$ cat src/rtl/mult_share_arbiter_if.sv
// Bundle of requester, multiplier and response signals around mult_share_arbiter.
// slave = arbiter side, master = surrounding clients, multiplier and consumer.
interface mult_share_arbiter_if #(
  parameter int NREQ = 4,
  parameter int ID_W = 2
);
  logic [NREQ-1:0]   req_valid;
  logic [8*NREQ-1:0] req_a;
  logic [8*NREQ-1:0] req_b;
  logic [NREQ-1:0]   req_ready;

  logic [7:0]        mult_dataa;
  logic [7:0]        mult_datab;
  logic              mult_start;
  logic              mult_done;
  logic [15:0]       mult_product;

  logic              rsp_valid;
  logic              rsp_ready;
  logic [ID_W-1:0]   rsp_id;
  logic [15:0]       rsp_product;
  logic              rsp_err;

  modport slave (
    input  req_valid, req_a, req_b,
    output req_ready,
    output mult_dataa, mult_datab, mult_start,
    input  mult_done, mult_product,
    output rsp_valid, rsp_id, rsp_product, rsp_err,
    input  rsp_ready
  );

  modport master (
    output req_valid, req_a, req_b,
    input  req_ready,
    input  mult_dataa, mult_datab, mult_start,
    output mult_done, mult_product,
    input  rsp_valid, rsp_id, rsp_product, rsp_err,
    output rsp_ready
  );
endinterface

$ cat src/rtl/mult_share_arbiter.sv
// Round-robin arbiter sharing one sequential 8x8 multiplier between NREQ requesters.
// Define MULT_ARB_TIMEOUT_EN to add the WAIT-state watchdog (TIMEOUT_CYC cycles).
module mult_share_arbiter #(
  parameter int NREQ        = 4,
  parameter int ID_W        = 2,
  parameter int TIMEOUT_CYC = 32
) (
  input  logic                 clk,
  input  logic                 reset_a,
  mult_share_arbiter_if.slave  bus
);
  localparam int DATA_W = 8;
  localparam int PROD_W = 16;

  if (NREQ != (1 << ID_W) || TIMEOUT_CYC < 1) begin : g_cfg_check
    $error("mult_share_arbiter: NREQ must equal 2**ID_W and TIMEOUT_CYC must be positive");
  end

  typedef enum logic [1:0] {
    S_IDLE  = 2'd0,
    S_START = 2'd1,
    S_WAIT  = 2'd2,
    S_RESP  = 2'd3
  } state_t;

  state_t              state_q, state_d;
  logic [ID_W-1:0]     ptr_q, ptr_d;
  logic [DATA_W-1:0]   dataa_q, dataa_d;
  logic [DATA_W-1:0]   datab_q, datab_d;
  logic [ID_W-1:0]     id_q, id_d;
  logic [PROD_W-1:0]   prod_q, prod_d;
  logic                done_q;

  logic                any_req;
  logic [ID_W-1:0]     win;
  logic [ID_W-1:0]     scan_idx;
  logic                done_rise;

`ifdef MULT_ARB_TIMEOUT_EN
  localparam int WD_W = $clog2(TIMEOUT_CYC + 1);
  logic [WD_W-1:0]     wd_q, wd_d;
  logic                err_q, err_d;
  logic                timeout;

  assign timeout = (state_q == S_WAIT) && (wd_q == WD_W'(TIMEOUT_CYC));
`endif

  // A done level left high from a previous operation must not count; only its rising edge does.
  assign done_rise = bus.mult_done & ~done_q;

  // Scan downward from ptr+NREQ so the last hit is the nearest requester after ptr.
  always_comb begin
    any_req  = 1'b0;
    win      = ptr_q;
    scan_idx = ptr_q;
    for (int k = NREQ; k >= 1; k--) begin
      scan_idx = ptr_q + ID_W'(k);
      if (bus.req_valid[scan_idx]) begin
        any_req = 1'b1;
        win     = scan_idx;
      end
    end
  end

  // FSM state register
  always_ff @(posedge clk or posedge reset_a) begin
    if (reset_a) begin
      state_q <= S_IDLE;
    end else begin
      state_q <= state_d;
    end
  end

  // FSM next state
  always_comb begin
    state_d = state_q;
    case (state_q)
      S_IDLE: begin
        if (any_req) state_d = S_START;
      end
      S_START: begin
        state_d = S_WAIT;
      end
      S_WAIT: begin
        if (done_rise) state_d = S_RESP;
`ifdef MULT_ARB_TIMEOUT_EN
        else if (timeout) state_d = S_RESP;
`endif
      end
      S_RESP: begin
        if (bus.rsp_ready) state_d = S_IDLE;
      end
      default: state_d = S_IDLE;
    endcase
  end

  // FSM outputs; the grant is gated so nothing is accepted while reset is held
  always_comb begin
    bus.req_ready  = '0;
    bus.mult_start = 1'b0;
    bus.rsp_valid  = 1'b0;
    case (state_q)
      S_IDLE: begin
        if (any_req && !reset_a) bus.req_ready[win] = 1'b1;
      end
      S_START: bus.mult_start = 1'b1;
      S_RESP:  bus.rsp_valid  = 1'b1;
      default: ;
    endcase
  end

  // Datapath next state: operand/ID latch on grant, product capture, pointer update
  always_comb begin
    ptr_d   = ptr_q;
    dataa_d = dataa_q;
    datab_d = datab_q;
    id_d    = id_q;
    prod_d  = prod_q;
`ifdef MULT_ARB_TIMEOUT_EN
    wd_d    = wd_q;
    err_d   = err_q;
`endif
    case (state_q)
      S_IDLE: begin
        if (any_req) begin
          dataa_d = bus.req_a[DATA_W*int'(win) +: DATA_W];
          datab_d = bus.req_b[DATA_W*int'(win) +: DATA_W];
          id_d    = win;
        end
      end
      S_START: begin
`ifdef MULT_ARB_TIMEOUT_EN
        wd_d = '0;
`endif
      end
      S_WAIT: begin
`ifdef MULT_ARB_TIMEOUT_EN
        wd_d = wd_q + WD_W'(1);
`endif
        if (done_rise) begin
          prod_d = bus.mult_product;
`ifdef MULT_ARB_TIMEOUT_EN
          err_d  = 1'b0;
`endif
        end
`ifdef MULT_ARB_TIMEOUT_EN
        else if (timeout) begin
          prod_d = '0;
          err_d  = 1'b1;
        end
`endif
      end
      S_RESP: begin
        if (bus.rsp_ready) ptr_d = id_q;
      end
      default: ;
    endcase
  end

  // Datapath registers; ptr resets to NREQ-1 so requester 0 is scanned first
  always_ff @(posedge clk or posedge reset_a) begin
    if (reset_a) begin
      ptr_q   <= ID_W'(NREQ - 1);
      dataa_q <= '0;
      datab_q <= '0;
      id_q    <= '0;
      prod_q  <= '0;
      done_q  <= 1'b0;
`ifdef MULT_ARB_TIMEOUT_EN
      wd_q    <= '0;
      err_q   <= 1'b0;
`endif
    end else begin
      ptr_q   <= ptr_d;
      dataa_q <= dataa_d;
      datab_q <= datab_d;
      id_q    <= id_d;
      prod_q  <= prod_d;
      done_q  <= bus.mult_done;
`ifdef MULT_ARB_TIMEOUT_EN
      wd_q    <= wd_d;
      err_q   <= err_d;
`endif
    end
  end

  assign bus.mult_dataa  = dataa_q;
  assign bus.mult_datab  = datab_q;
  assign bus.rsp_id      = id_q;
  assign bus.rsp_product = prod_q;
`ifdef MULT_ARB_TIMEOUT_EN
  assign bus.rsp_err     = err_q;
`else
  assign bus.rsp_err     = 1'b0;
`endif

endmodule

$ cat src/flat_wrapper.sv
// flat-port wrapper written by rule: the top's interface ports become plain ports
module mult_share_arbiter_flat 
#(
  parameter int NREQ        = 4,
  parameter int ID_W        = 2,
  parameter int TIMEOUT_CYC = 32
)
  (clk, reset_a, bus_req_valid, bus_req_a, bus_req_b, bus_req_ready, bus_mult_dataa, bus_mult_datab, bus_mult_start, bus_mult_done, bus_mult_product, bus_rsp_valid, bus_rsp_id, bus_rsp_product, bus_rsp_err, bus_rsp_ready);
  mult_share_arbiter_if #(.NREQ(NREQ), .ID_W(ID_W)) bus_i ();
  input  logic clk;
  input  logic reset_a;
  input wire logic [$bits(bus_i.req_valid)-1:0] bus_req_valid;
  input wire logic [$bits(bus_i.req_a)-1:0] bus_req_a;
  input wire logic [$bits(bus_i.req_b)-1:0] bus_req_b;
  output wire logic [$bits(bus_i.req_ready)-1:0] bus_req_ready;
  output wire logic [$bits(bus_i.mult_dataa)-1:0] bus_mult_dataa;
  output wire logic [$bits(bus_i.mult_datab)-1:0] bus_mult_datab;
  output wire logic [$bits(bus_i.mult_start)-1:0] bus_mult_start;
  input wire logic [$bits(bus_i.mult_done)-1:0] bus_mult_done;
  input wire logic [$bits(bus_i.mult_product)-1:0] bus_mult_product;
  output wire logic [$bits(bus_i.rsp_valid)-1:0] bus_rsp_valid;
  output wire logic [$bits(bus_i.rsp_id)-1:0] bus_rsp_id;
  output wire logic [$bits(bus_i.rsp_product)-1:0] bus_rsp_product;
  output wire logic [$bits(bus_i.rsp_err)-1:0] bus_rsp_err;
  input wire logic [$bits(bus_i.rsp_ready)-1:0] bus_rsp_ready;
  assign bus_i.req_valid = bus_req_valid;
  assign bus_i.req_a = bus_req_a;
  assign bus_i.req_b = bus_req_b;
  assign bus_req_ready = bus_i.req_ready;
  assign bus_mult_dataa = bus_i.mult_dataa;
  assign bus_mult_datab = bus_i.mult_datab;
  assign bus_mult_start = bus_i.mult_start;
  assign bus_i.mult_done = bus_mult_done;
  assign bus_i.mult_product = bus_mult_product;
  assign bus_rsp_valid = bus_i.rsp_valid;
  assign bus_rsp_id = bus_i.rsp_id;
  assign bus_rsp_product = bus_i.rsp_product;
  assign bus_rsp_err = bus_i.rsp_err;
  assign bus_i.rsp_ready = bus_rsp_ready;
  mult_share_arbiter #(.NREQ(NREQ), .ID_W(ID_W), .TIMEOUT_CYC(TIMEOUT_CYC)) u_core (.clk(clk), .reset_a(reset_a), .bus(bus_i));
endmodule
$ cat config.mk
export PLATFORM = sky130hd
export DESIGN_NAME = mult_share_arbiter_flat
export DESIGN_NICKNAME = d
export VERILOG_FILES = /design/src/rtl/mult_share_arbiter_if.sv /design/src/rtl/mult_share_arbiter.sv /design/src/flat_wrapper.sv
export SDC_FILE = /design/constraint.sdc
export NUM_CORES = 1
export LEC_CHECK = 0
export ABC_CLOCK_PERIOD_IN_PS = 5200
export BUFFER_PORTS_ARGS = -buffer_cell sky130_fd_sc_hd__buf_2
export CAP_MARGIN = 15
export CORE_MARGIN = 8
export CORE_UTILIZATION = 35
export DETAILED_ROUTE_END_ITERATION = 8
export PLACE_DENSITY = 0.74
export SLEW_MARGIN = 20
export SYNTH_ARGS = -nofsm -noshare
export SYNTH_HDL_FRONTEND = slang
export SYNTH_SLANG_ARGS = --single-unit
$ cat constraint.sdc
create_clock -name clk -period 5.2 [get_ports clk]
set_input_delay 1.56 -clock clk [delete_from_list [all_inputs] [get_ports clk]]
set_output_delay 1.56 -clock clk [all_outputs]
set_load 0.1 [all_outputs]
After elaboration in Yosys (flattened, before gate mapping)
Cells that the tools add are included.
{ "classes": {"n_addsub": 3, "n_mul": 0, "div": 0, "order_cmp": 6, "eq_ne": 6, "shifts": 2, "muxes": 25, "bitwise_logic": 2, "reduce_logical": 8} }
{ "op_table": {"columns": ["op", "n"], "rows": [
  ["indexed part select 32 x 6 -> 8 bit", 2],
  ["< comparator 2 x 3 -> 1 bit, second input constant", 5],
  ["two-way mux 2 bit", 6],
  ["two-way mux 1 bit", 11],
  ["binary-select mux 1 bit (select 2 bit)", 4],
  ["two-way mux 4 bit", 2],
  ["one-hot mux 2 bit (4 select lines)", 1],
  ["AND reduction 2 bit", 3],
  ["adder 2 bit, second input constant", 2],
  ["equality test 2 bit, second input constant", 2],
  ["inequality test 2 x 1 -> 1 bit, second input constant", 2],
  ["AND reduction 3 bit", 1],
  ["adder 2 x 1 -> 2 bit, second input constant", 1],
  ["demux 1 bit (select 2 bit)", 1],
  ["equality test 2 x 1 -> 1 bit, second input constant", 1],
  [">= comparator 2 x 1 -> 1 bit, second input constant", 1],
  ["logical AND 1 bit", 2],
  ["logical NOT 2 bit", 1],
  ["inequality test 2 bit, second input constant", 1],
  ["bitwise AND 1 bit", 1],
  ["logical NOT 1 bit", 1],
  ["NOT 1 bit", 1]
]} }
{ "word_totals": {"ff_bits": 39, "latch_bits": 0, "ram_bits": 0, "rom_bits": 0, "n_memories": 0} }

Logic depth before layout (Yosys ltp)
{ "logic_depth": {"word_depth": 12, "depth_mapped": 8, "ltp_nobuf": 5} }

Worst setup path after synthesis
Ideal clock, no wire load.
{ "synth_timing": {"path_type": "in2out", "start": "input port bus_req_valid[0]", "end": "output port bus_req_ready[3]", "t_arrival_ps": 5293, "slack_ps": -1653, "path_stages": 6, "n_path_buf": 2, "path_cell_list": "inv_1 a22oi_1 o221ai_2 buf_6 buf_6 nor4b_1"} }
{ "synth_via": {"elab_chain_len": 11, "elab_cells_between_ends": 23, "cone_classes": "order compare (2); mux (19); reduce/logical (2)"} }
{ "synth_lines": {"columns": ["element", "line", "rtl"], "rows": [
  ["start, declared", "flat_wrapper.sv:12", "input wire logic [$bits(bus_i.req_valid)-1:0] bus_req_valid;"],
  ["binary-select mux 1 bit (select 2 bit)", "mult_share_arbiter.sv:58", "if (bus.req_valid[scan_idx]) begin"],
  ["two-way mux 1 bit (implied by the code)", "mult_share_arbiter.sv:58", null],
  ["two-way mux 2 bit (3 in a row)", "mult_share_arbiter.sv:58", null],
  ["< comparator 2 x 3 -> 1 bit (implied by the code) or >= comparator 2 x 1 -> 1 bit (tied branches)", "mult_share_arbiter.sv:104", "if (any_req && !reset_a) bus.req_ready[win] = 1'b1;"],
  ["logical AND 1 bit (implied by the code)", "mult_share_arbiter.sv:104", null],
  ["two-way mux 1 bit (implied by the code)", "mult_share_arbiter.sv:104", null],
  ["demux 1 bit (select 2 bit)", null, null],
  ["two-way mux 4 bit (*)", "mult_share_arbiter.sv:104", null],
  ["two-way mux 4 bit (*)", "mult_share_arbiter.sv:102", "case (state_q)"],
  ["end, declared", "flat_wrapper.sv:15", "output wire logic [$bits(bus_i.req_ready)-1:0] bus_req_ready;"]
]} }
Every way passes the cells marked *; elsewhere a longest branch is shown, timed or not. The select of a mux whose other input is x is not followed.

Final worst setup path
{ "layout_timing": {"start": "input port bus_req_valid[0]", "end": "output port bus_req_ready[1]"} }
Same word-level chain as after synthesis.

==> impl_metrics.json <==
{
  "io_pins": 129,
  "die_h_um": 94.7,
  "slowest_delay_ns": 0.47,
  "grt_pass1_wl_um": 9080,
  "multi_input_area_mm2": 0.00106,
  "synthTopCellsByArea": "dfrtp_1, mux2i_1, mux2_2",
  "synth_top_area_share_pct": 42.7,
  "hold_path_class": "reg2reg",
  "synth_compound_area_share_pct": 12.2,
  "critPathRequiredTime_ns": 3.64,
  "drt-vias-per-instance": 4.87,
  "crit_chain": "buf_2 -> a21oi_2 -> a31oi_1 -> a21o_1 -> nand2b_1 -> nor3b_2 -> buf_2",
  "cts_root_buf": "clkbuf_8",
  "cp_slowest_cell": "buf_2",
  "syn_avg_cell_area_um2": 12.5,
  "fin_skew_ns": 0.00701,
  "drive_gt1_share_pct": 58.8,
  "period_share_pct": 86.5,
  "diodes": 0,
  "cts_buffers": 5,
  "holdWs_ns": 0.480,
  "tightestPinTransition_ns": 0.784,
  "antenna_found_initial": 0,
  "detail-route-antenna-nets": 0,
  "cts_tree": "yes",
  "synth-simple-area-share_pct": 7.44,
  "synth_top_family_by_area": "multiplexers",
  "slew_viol_final": 0,
  "hpwl_um": 4800,
  "rsz0062_at_grt": "false",
  "drc": 0,
  "dr.pass1.iters": 4,
  "maxCapViolCount": 0,
  "crit_path_start_kind": "input pin",
  "wl_um": 5850,
  "rows": 28,
  "nFillCells": 554,
  "yosys.area_share.xor_xnor_pct": 0,
  "tns_ns": 0,
  "slew_headroom_pct": 47.7,
  "yosys.area_share.adder_pct": 2.31,
  "critPathMostFrequentCell": "buf_2",
  "min_period_ns": 4.50,
  "fin_util_pct": 49.8,
  "dieWidth_um": 94.7,
  "drt_iter0_drc": 45,
  "final_nets": 392,
  "hold_violations": 0,
  "hold_buffers": 0,
  "die_area_mm2": 0.00897,
  "synth_seq_area_share_pct": 45.1,
  "vias": 1831,
  "yosysUniqueCellTypes": 32,
  "cp-end-kind": "primary output",
  "clockBufferDepth": 2,
  "port-buffer-count": 127,
  "crit_fanout": 4,
  "clock_latency_ns": 0.29,
  "rrSetupSlack_ns": 3.11,
  "syn2layout_area_growth_pct": 36.8,
  "layout.area.seq_um2": 978,
  "grt_max_degree": 29,
  "status": "completed",
  "synth_area_mm2": 0.00217,
  "htreeDepth": 2,
  "ys_ff_latch": 39,
  "wl_per_cell_um": 15.6,
  "path_clk_slew_ns": 0.07,
  "grt_pass1_vias": 1979,
  "crit_type": "in2out",
  "cts_sinks": 39,
  "postCtsSetupBuffers": 0,
  "grt_usage_pct": 12.6,
  "synth_cells": 173,
  "final_cell_mix": "buf_2, dfrtp_1, mux2i_1",
  "yosysTopAreaCell": "dfrtp_1",
  "synthMuxAreaShare_pct": 25.1,
  "fmax_mhz": 222,
  "gp_congestion": 0.722,
  "arrival_ns": 2.94,
  "start_util_pct": 36.4,
  "overflow": 0,
  "yosys_warnings": 0,
  "post_cts_resized": 0,
  "final_common_cell": "buf_2",
  "setup_viol": 0,
  "core-area_mm2": 0.00596,
  "syn_nets": 265
}
[path summary, 6_finish.rpt]
path                                          start                        to  depth (start not counted)
hold / removal             u_core.bus.mult_datab[7]  u_core.bus.mult_datab[7]                          2
setup reg to reg                  u_core.state_q[0]  u_core.bus.mult_datab[6]                          6
min in group asynchronous                   reset_a  u_core.bus.mult_datab[1]                          2
setup / recovery                   bus_req_valid[0]          bus_req_ready[1]                          7
hold reg to reg            u_core.bus.mult_datab[7]  u_core.bus.mult_datab[7]                          2
max in group asynchronous                   reset_a           u_core.ptr_q[1]                          3
[per-layer routing]
metal	track usage [%]	vias up	share of wire, %
li1	-	888	-
met1	13.6	855	36
met2	21.1	84	49
met3	7.22	4	14
met4	2.34	0	0.32
met5	0	-	0
[worst max-delay path: cells and delay by family]
| family | cells | cell delay, ns |
|---|---|---|
| simple gates | 2 | 0.39 |
| compound gates | 3 | 0.40 |
| buf+inv | 2 | 0.58 |
[metrics by stage]
| stage | worst slack, ns | cell area [µm²] | instances |
|---|---|---|---|
| after floorplan | -0.251 | 2190 | 173 |
| after global placement | 0.701 | 2830 | 368 |
| after detailed placement | 0.690 | 2830 | 368 |
| after CTS | 0.679 | 2970 | 376 |
| after global routing | 0.645 | 2970 | 376 |
| final | 0.703 | 2970 | 376 |
[flip-flops by register name, summed over array words and instances (netlist names)]
signal,count
u_core.bus.rsp_product,16
u_core.bus.mult_dataa,8
u_core.bus.mult_datab,8
u_core.bus.rsp_id,2
u_core.ptr_q,2
u_core.state_q,2
u_core.done_q,1
[cell usage after synthesis]
cell / n
buf_12: 3
a21oi_2: 1
nand3_1: 1
mux2_2: 19
inv_1: 5
nor4_1: 2
nor3_1: 2
inv_2: 1
o221ai_2: 10
conb_1: 1
dfrtp_1: 37
nand2b_1: 3
or2_1: 1
a22oi_1: 1
nor3b_1: 1
mux2i_1: 33
nor4b_1: 1
o32a_1: 1
clkbuf_1: 1
o221ai_1: 7
buf_4: 1
a221oi_1: 1
buf_6: 5
nand2_1: 21
buf_2: 3
a31oi_1: 1
o21ai_0: 1
nand3b_1: 1
nor2b_1: 1
ha_1: 4
dfstp_2: 2
a21o_1: 1
[logic make-up (layout without fill, tap and decap cells)]
group,after synthesis,after routing
other,1,1
flip-flops,39,39
AO/OA/AOI/OAI,24,24
adder cells (fa/ha/maj),4,4
buffers and inverters,19,147
multiplexers,52,52
AND/OR/NAND/NOR,34,34
[cell type report]
type                            instances  share of cell area [%]
Inverter                                6                   0.759
Tap cell                               75                    3.16
Sequential cell                        39                    33.0
Clock buffer                            6                    2.45
Clock inverter                          2                    2.02
Multi-Input combinational cell        115                    35.7
Timing Repair Buffer                  133                    22.9
Power is left out: the tool's default activity adds up to more than one toggle a clock period on the data nets, which glitch-free logic cannot reach.
